## config.mk

```make
export PLATFORM = sky130hd
export DESIGN_NAME = trail_plotter
export DESIGN_NICKNAME = d
export VERILOG_FILES = /design/src/rtl/tron_pkg.sv /design/src/rtl/trail_plotter.sv
export SDC_FILE = /design/constraint.sdc
export NUM_CORES = 2
export LEC_CHECK = 0
export ABC_AREA = 1
export CELL_PAD_IN_SITES_DETAIL_PLACEMENT = 0
export CELL_PAD_IN_SITES_GLOBAL_PLACEMENT = 1
export CORE_AREA = 2 2 397 399
export CTS_BUF_LIST = sky130_fd_sc_hd__clkbuf_8
export DETAILED_ROUTE_END_ITERATION = 7
export DIE_AREA = 0 0 399 401
export PLACE_DENSITY_LB_ADDON = 0.1
export SYNTH_ARGS = -nofsm -noshare
export SYNTH_HDL_FRONTEND = slang
export SYNTH_SLANG_ARGS = --single-unit
```

## constraint.sdc

```tcl
create_clock -name i_clk -period 23.1 [get_ports i_clk]
set_clock_uncertainty 0.1 [all_clocks]
set_input_delay 3.465 -clock i_clk [delete_from_list [all_inputs] [get_ports i_clk]]
set_output_delay 3.465 -clock i_clk [all_outputs]
set_load 0.01 [all_outputs]
```

## src/rtl/tron_pkg.sv

```systemverilog
`default_nettype none
// +------------------------------------------------------------------+
// | tron_pkg: shared screen geometry, coordinate types and plotter    |
// | state encoding.                          Revision: 1.0            |
// +------------------------------------------------------------------+
package tron_pkg;

    localparam int SCREEN_W     = 640;
    localparam int SCREEN_H     = 480;
    localparam int FRAME_ADDR_W = 20;

    typedef enum logic [2:0] {
        IDLE    = 3'd0,
        RD_ADDR = 3'd1,
        RD_DATA = 3'd2,
        WRITE   = 3'd3,
        CLEAR   = 3'd4
    } plot_state_t;

    typedef logic [9:0] x_t;
    typedef logic [8:0] y_t;

endpackage
`default_nettype wire

```

## src/rtl/trail_plotter.sv

```systemverilog
`default_nettype none
// +------------------------------------------------------------------+
// | trail_plotter: read-modify-write pixel setter with collision/wall |
// | reporting and full-frame wipe.           Revision: 1.0            |
// +------------------------------------------------------------------+
module trail_plotter
    import tron_pkg::*;
#(
    parameter int COLS   = SCREEN_W,
    parameter int ROWS   = SCREEN_H,
    parameter int ADDR_W = FRAME_ADDR_W
) (
    input  logic              i_clk,
    input  logic              i_rst,
    input  logic              i_req_valid,
    output logic              o_req_ready,
    input  logic [9:0]        i_req_x,
    input  logic [8:0]        i_req_y,
    input  logic              i_req_write,
    output logic              o_done,
    output logic              o_collision,
    output logic              o_out_of_bounds,
    input  logic              i_clear_start,
    output logic              o_clear_busy,
    output logic              o_clear_done,
    output logic [ADDR_W-1:0] o_ram_read_address,
    input  logic [ROWS-1:0]   i_ram_rdata,
    output logic [ADDR_W-1:0] o_ram_write_address,
    output logic [ROWS-1:0]   o_ram_wdata,
    output logic              o_ram_we
);

    localparam x_t                c_COLS_X    = x_t'(COLS);
    localparam y_t                c_ROWS_Y    = y_t'(ROWS);
    localparam logic [ADDR_W-1:0] c_LAST_ADDR = ADDR_W'(COLS - 1);

    plot_state_t       r_state, w_state_nxt;
    x_t                r_x, w_x_nxt;
    y_t                r_y, w_y_nxt;
    logic              r_write, w_write_nxt;
    logic [ADDR_W-1:0] r_raddr, w_raddr_nxt;
    logic [ADDR_W-1:0] r_waddr, w_waddr_nxt;
    logic [ROWS-1:0]   r_wdata, w_wdata_nxt;
    logic              r_we, w_we_nxt;
    logic              r_done, w_done_nxt;
    logic              r_coll, w_coll_nxt;
    logic              r_oob, w_oob_nxt;
    logic              r_busy, w_busy_nxt;
    logic              r_cdone, w_cdone_nxt;
    logic              w_req_oob;

    assign w_req_oob   = (i_req_x >= c_COLS_X) || (i_req_y >= c_ROWS_Y);
    assign o_req_ready = (r_state == IDLE) && !i_clear_start;

    always_comb begin
        w_state_nxt = r_state;
        w_x_nxt     = r_x;
        w_y_nxt     = r_y;
        w_write_nxt = r_write;
        w_raddr_nxt = r_raddr;
        w_waddr_nxt = r_waddr;
        w_wdata_nxt = r_wdata;
        w_we_nxt    = 1'b0;
        w_done_nxt  = 1'b0;
        w_coll_nxt  = r_coll;
        w_oob_nxt   = r_oob;
        w_busy_nxt  = r_busy;
        w_cdone_nxt = 1'b0;

        case (r_state)
            IDLE: begin
                // A wipe request wins; any coincident plot request stays pending.
                if (i_clear_start) begin
                    w_state_nxt = CLEAR;
                    w_busy_nxt  = 1'b1;
                    w_we_nxt    = 1'b1;
                    w_wdata_nxt = '0;
                    w_waddr_nxt = '0;
                end else if (i_req_valid) begin
                    w_x_nxt     = i_req_x;
                    w_y_nxt     = i_req_y;
                    w_write_nxt = i_req_write;
                    if (w_req_oob) begin
                        w_done_nxt = 1'b1;
                        w_oob_nxt  = 1'b1;
                        w_coll_nxt = 1'b1;
                    end else begin
                        w_raddr_nxt = ADDR_W'(i_req_x);
                        w_state_nxt = RD_ADDR;
                    end
                end
            end
            RD_ADDR: w_state_nxt = RD_DATA;
            RD_DATA: begin
                w_coll_nxt = i_ram_rdata[r_y];
                w_oob_nxt  = 1'b0;
                w_done_nxt = 1'b1;
                if (r_write) begin
                    w_waddr_nxt = ADDR_W'(r_x);
                    w_wdata_nxt = i_ram_rdata | (ROWS'(1) << r_y);
                    w_we_nxt    = 1'b1;
                    w_state_nxt = WRITE;
                end else begin
                    w_state_nxt = IDLE;
                end
            end
            WRITE: w_state_nxt = IDLE;
            CLEAR: begin
                // The write address doubles as the wipe counter.
                if (r_waddr == c_LAST_ADDR) begin
                    w_busy_nxt  = 1'b0;
                    w_cdone_nxt = 1'b1;
                    w_state_nxt = IDLE;
                end else begin
                    w_we_nxt    = 1'b1;
                    w_waddr_nxt = r_waddr + ADDR_W'(1);
                end
            end
            default: w_state_nxt = IDLE;
        endcase
    end

    always_ff @(posedge i_clk or posedge i_rst) begin
        if (i_rst) begin
            r_state <= IDLE;
            r_x     <= '0;
            r_y     <= '0;
            r_write <= 1'b0;
            r_raddr <= '0;
            r_waddr <= '0;
            r_wdata <= '0;
            r_we    <= 1'b0;
            r_done  <= 1'b0;
            r_coll  <= 1'b0;
            r_oob   <= 1'b0;
            r_busy  <= 1'b0;
            r_cdone <= 1'b0;
        end else begin
            r_state <= w_state_nxt;
            r_x     <= w_x_nxt;
            r_y     <= w_y_nxt;
            r_write <= w_write_nxt;
            r_raddr <= w_raddr_nxt;
            r_waddr <= w_waddr_nxt;
            r_wdata <= w_wdata_nxt;
            r_we    <= w_we_nxt;
            r_done  <= w_done_nxt;
            r_coll  <= w_coll_nxt;
            r_oob   <= w_oob_nxt;
            r_busy  <= w_busy_nxt;
            r_cdone <= w_cdone_nxt;
        end
    end

    assign o_done              = r_done;
    assign o_collision         = r_coll;
    assign o_out_of_bounds     = r_oob;
    assign o_clear_busy        = r_busy;
    assign o_clear_done        = r_cdone;
    assign o_ram_read_address  = r_raddr;
    assign o_ram_write_address = r_waddr;
    assign o_ram_wdata         = r_wdata;
    assign o_ram_we            = r_we;

endmodule
`default_nettype wire

```

==> out/metrics.cfg <==
[timing]
tightest_slew_ns=1.32
fin_crit_sh_pct=36.3
fin_crit_ns=8.38
hold-worst-slack_ns=0.379
setup_tns_ns=0
fmax_mhz=119
relSlewSlack_pct=11.2
rsz0062_at_grt=false
slew_viol_final=0
setup_viol=0
finalHoldViolations=0

[global_routing]
grt_pass1_wl_mm=339
antenna_found_initial=102
grt_pass1_vias=35700
grt_max_degree=153
grt.total_usage_pct=31.4
grt_overflow=0

[detailed_routing]
drc_errors=0
antenna_left=0
drt_iter0_drc=3348
drt_pass1_iterations=6
via_count=35800
wl_per_cell_um=35.6
wirelength_mm=259
viasPerCell=4.92

[final_layout]
final.fill_count=17400
nNetsFinal=5574
area_growth_pct=48.7
mostFrequentLayoutCell=nand2_1
finalInstanceArea_mm2=0.0446
final_cell_mix=nand2_1, clkdlybuf4s50_1, dfrtp_1
drive_gt1_share_pct=5.98

[synth]
yosys_warnings=0
synthCells=4194
ys_seq_area_share_pct=45.0
synth.area.top_cells=dfrtp_1, nand2_1, nand3_1
yosysUniqueCellTypes=39
synth-seq-cells=539
synth.avg_cell_area_um2=7.15
netlist_area_mm2=0.0300
yosysTopAreaCellShare_pct=45.0
synth_top_cell_by_area=dfrtp_1

[power_and_ir_drop]
p_leak_nw=20.6
power_density_mw_per_mm2=58.7
ir_worst_vdd_mv=0.0418
power.total_mw=2.62

[cts]
cts_hold_buffers=0
htree_levels=3
cts-buffers-inserted=118
cts_resized=0
clk_pin_slew_ns=0.06
root_buffer=clkbuf_8
insertion_delay_ns=0.86
postCtsSetupBuffers=0
clk_path_buf_depth=3
cts.sinks=539
cts_tree=done

[critical_path]
worstSetupStartpointType=primary input
r2r_slack_ns=18.11
endpoint_kind=output pin
path_class=primary input to output pin
critPathRequiredTime_ns=19.54
r2r_cells=9
worstPathMaxFanout=5
cp_data_arrival_time_ns=4.81

[run_status]
outcome=complete, no violations

[die]
die_h_um=401
fp.dieW_um=399
die_area_mm2=0.160
ios=1031
coreArea_mm2=0.156
row_count=145
start_util_pct=19.3

[flow_run]
maxCapViolCount=0

[worst_hold_path]
whs_path_depth=2
hold_path_class=flop to flop

[place]
gp_congestion=0.891
place_area_mm2=0.0419
place.port_buffers=1020
hpwl_mm=195

[synth_stat cells]
cell type / count
nor2_4: 3
buf_2: 94
dfrtp_1: 539
nor2_2: 2
nor4_1: 4
buf_4: 24
buf_1: 28
nand3_1: 409
a32oi_1: 1
a22oi_1: 7
a41oi_1: 1
a31oi_1: 98
a21o_1: 4
nand2_1: 1259
o21bai_1: 124
clkinv_1: 2
nor3_1: 44
a21oi_1: 228
buf_6: 5
o21a_1: 1
clkbuf_1: 192
a22oi_2: 1
o21ai_0: 405
nand4_1: 69
inv_2: 9
xnor2_1: 1
mux2_2: 1
nand4_2: 4
nand2_2: 4
ha_1: 1
nand3b_1: 3
xor2_1: 1
nor3b_1: 2
a31o_2: 6
nor2_1: 360
conb_1: 1
a211oi_1: 2
o21ai_1: 47
inv_1: 208
[flip-flops by register name, summed over array words and instances (netlist names), 3 cells and up]
signal and count:
r_state 3, o_ram_read_address 10, r_y 9, o_ram_wdata 480
o_ram_write_address 20, r_x 10
[path summary, 6_finish.rpt]
kind | start | to
max | i_clear_start | o_req_ready
min | o_ram_wdata[350] | o_ram_wdata[350]
max reg2reg | r_y[0] | o_ram_wdata[41]
min reg2reg | o_ram_wdata[350] | o_ram_wdata[350]
max in group asynchronous | i_rst | o_ram_wdata[417]
min in group asynchronous | i_rst | o_ram_wdata[87]
[metrics by stage]
step | instances | util [%] | setup WS, ns
2_1_floorplan | 4203 | - | 4.47
3_3_place_gp | 7007 | 26.9 | 14.76
3_5_place_dp | 7007 | 26.9 | 14.74
4_1_cts | 7229 | 28.6 | 14.73
5_1_grt | 7272 | 28.6 | 14.69
6_report | 7281 | 28.6 | 14.72
[critical path, stage by stage]
cell and delay [ns]:
clkdlybuf4s50_1 0.45, nor2_1 0.30, clkdlybuf4s50_1 0.60
[logic make-up after synthesis]
kind of cell,synth area share [%]
and+or+nand+nor,29.9
AOI/OAI and AO/OA,17.1
buffers and inverters,7.85
DFF,45.0
xor gates and xnor gates,0.0584
adders and majority gates,0.0417
other,0.0125
muxes,0.0376
[final cells by class]
class	instances	area, um^2	area share (%)
inverter	219	855	1.92
clock buffer	159	2190	4.91
clock inverter	63	338	0.758
timing repair buffer	1089	10800	24.1
sequential	539	13500	30.3
antenna	52	130	0.292
tap	2058	2570	5.78
multi-input combinational	3102	14200	31.9
[power by group]
group          switching [mW]  internal [mW]  total [mW]
sequential             0.0288          0.978        1.01
clock                   0.539          0.625        1.16
combinational           0.268          0.178       0.446
total                   0.836           1.78        2.62
[metal layers]
metal / track usage [%] / vias to the layer above / part of all wire, % / routed length (um)
met1: 42.4 / 18100 / 44 / 113000
met5: 0 / - / 0.12 / 313
li1: - / 15700 / - / -
met4: 13.4 / 44 / 3.9 / 10200
met2: 47.2 / 1651 / 44 / 114000
met3: 7.65 / 341 / 8.2 / 21300
No activity file was read; power rests on OpenSTA's default activity.
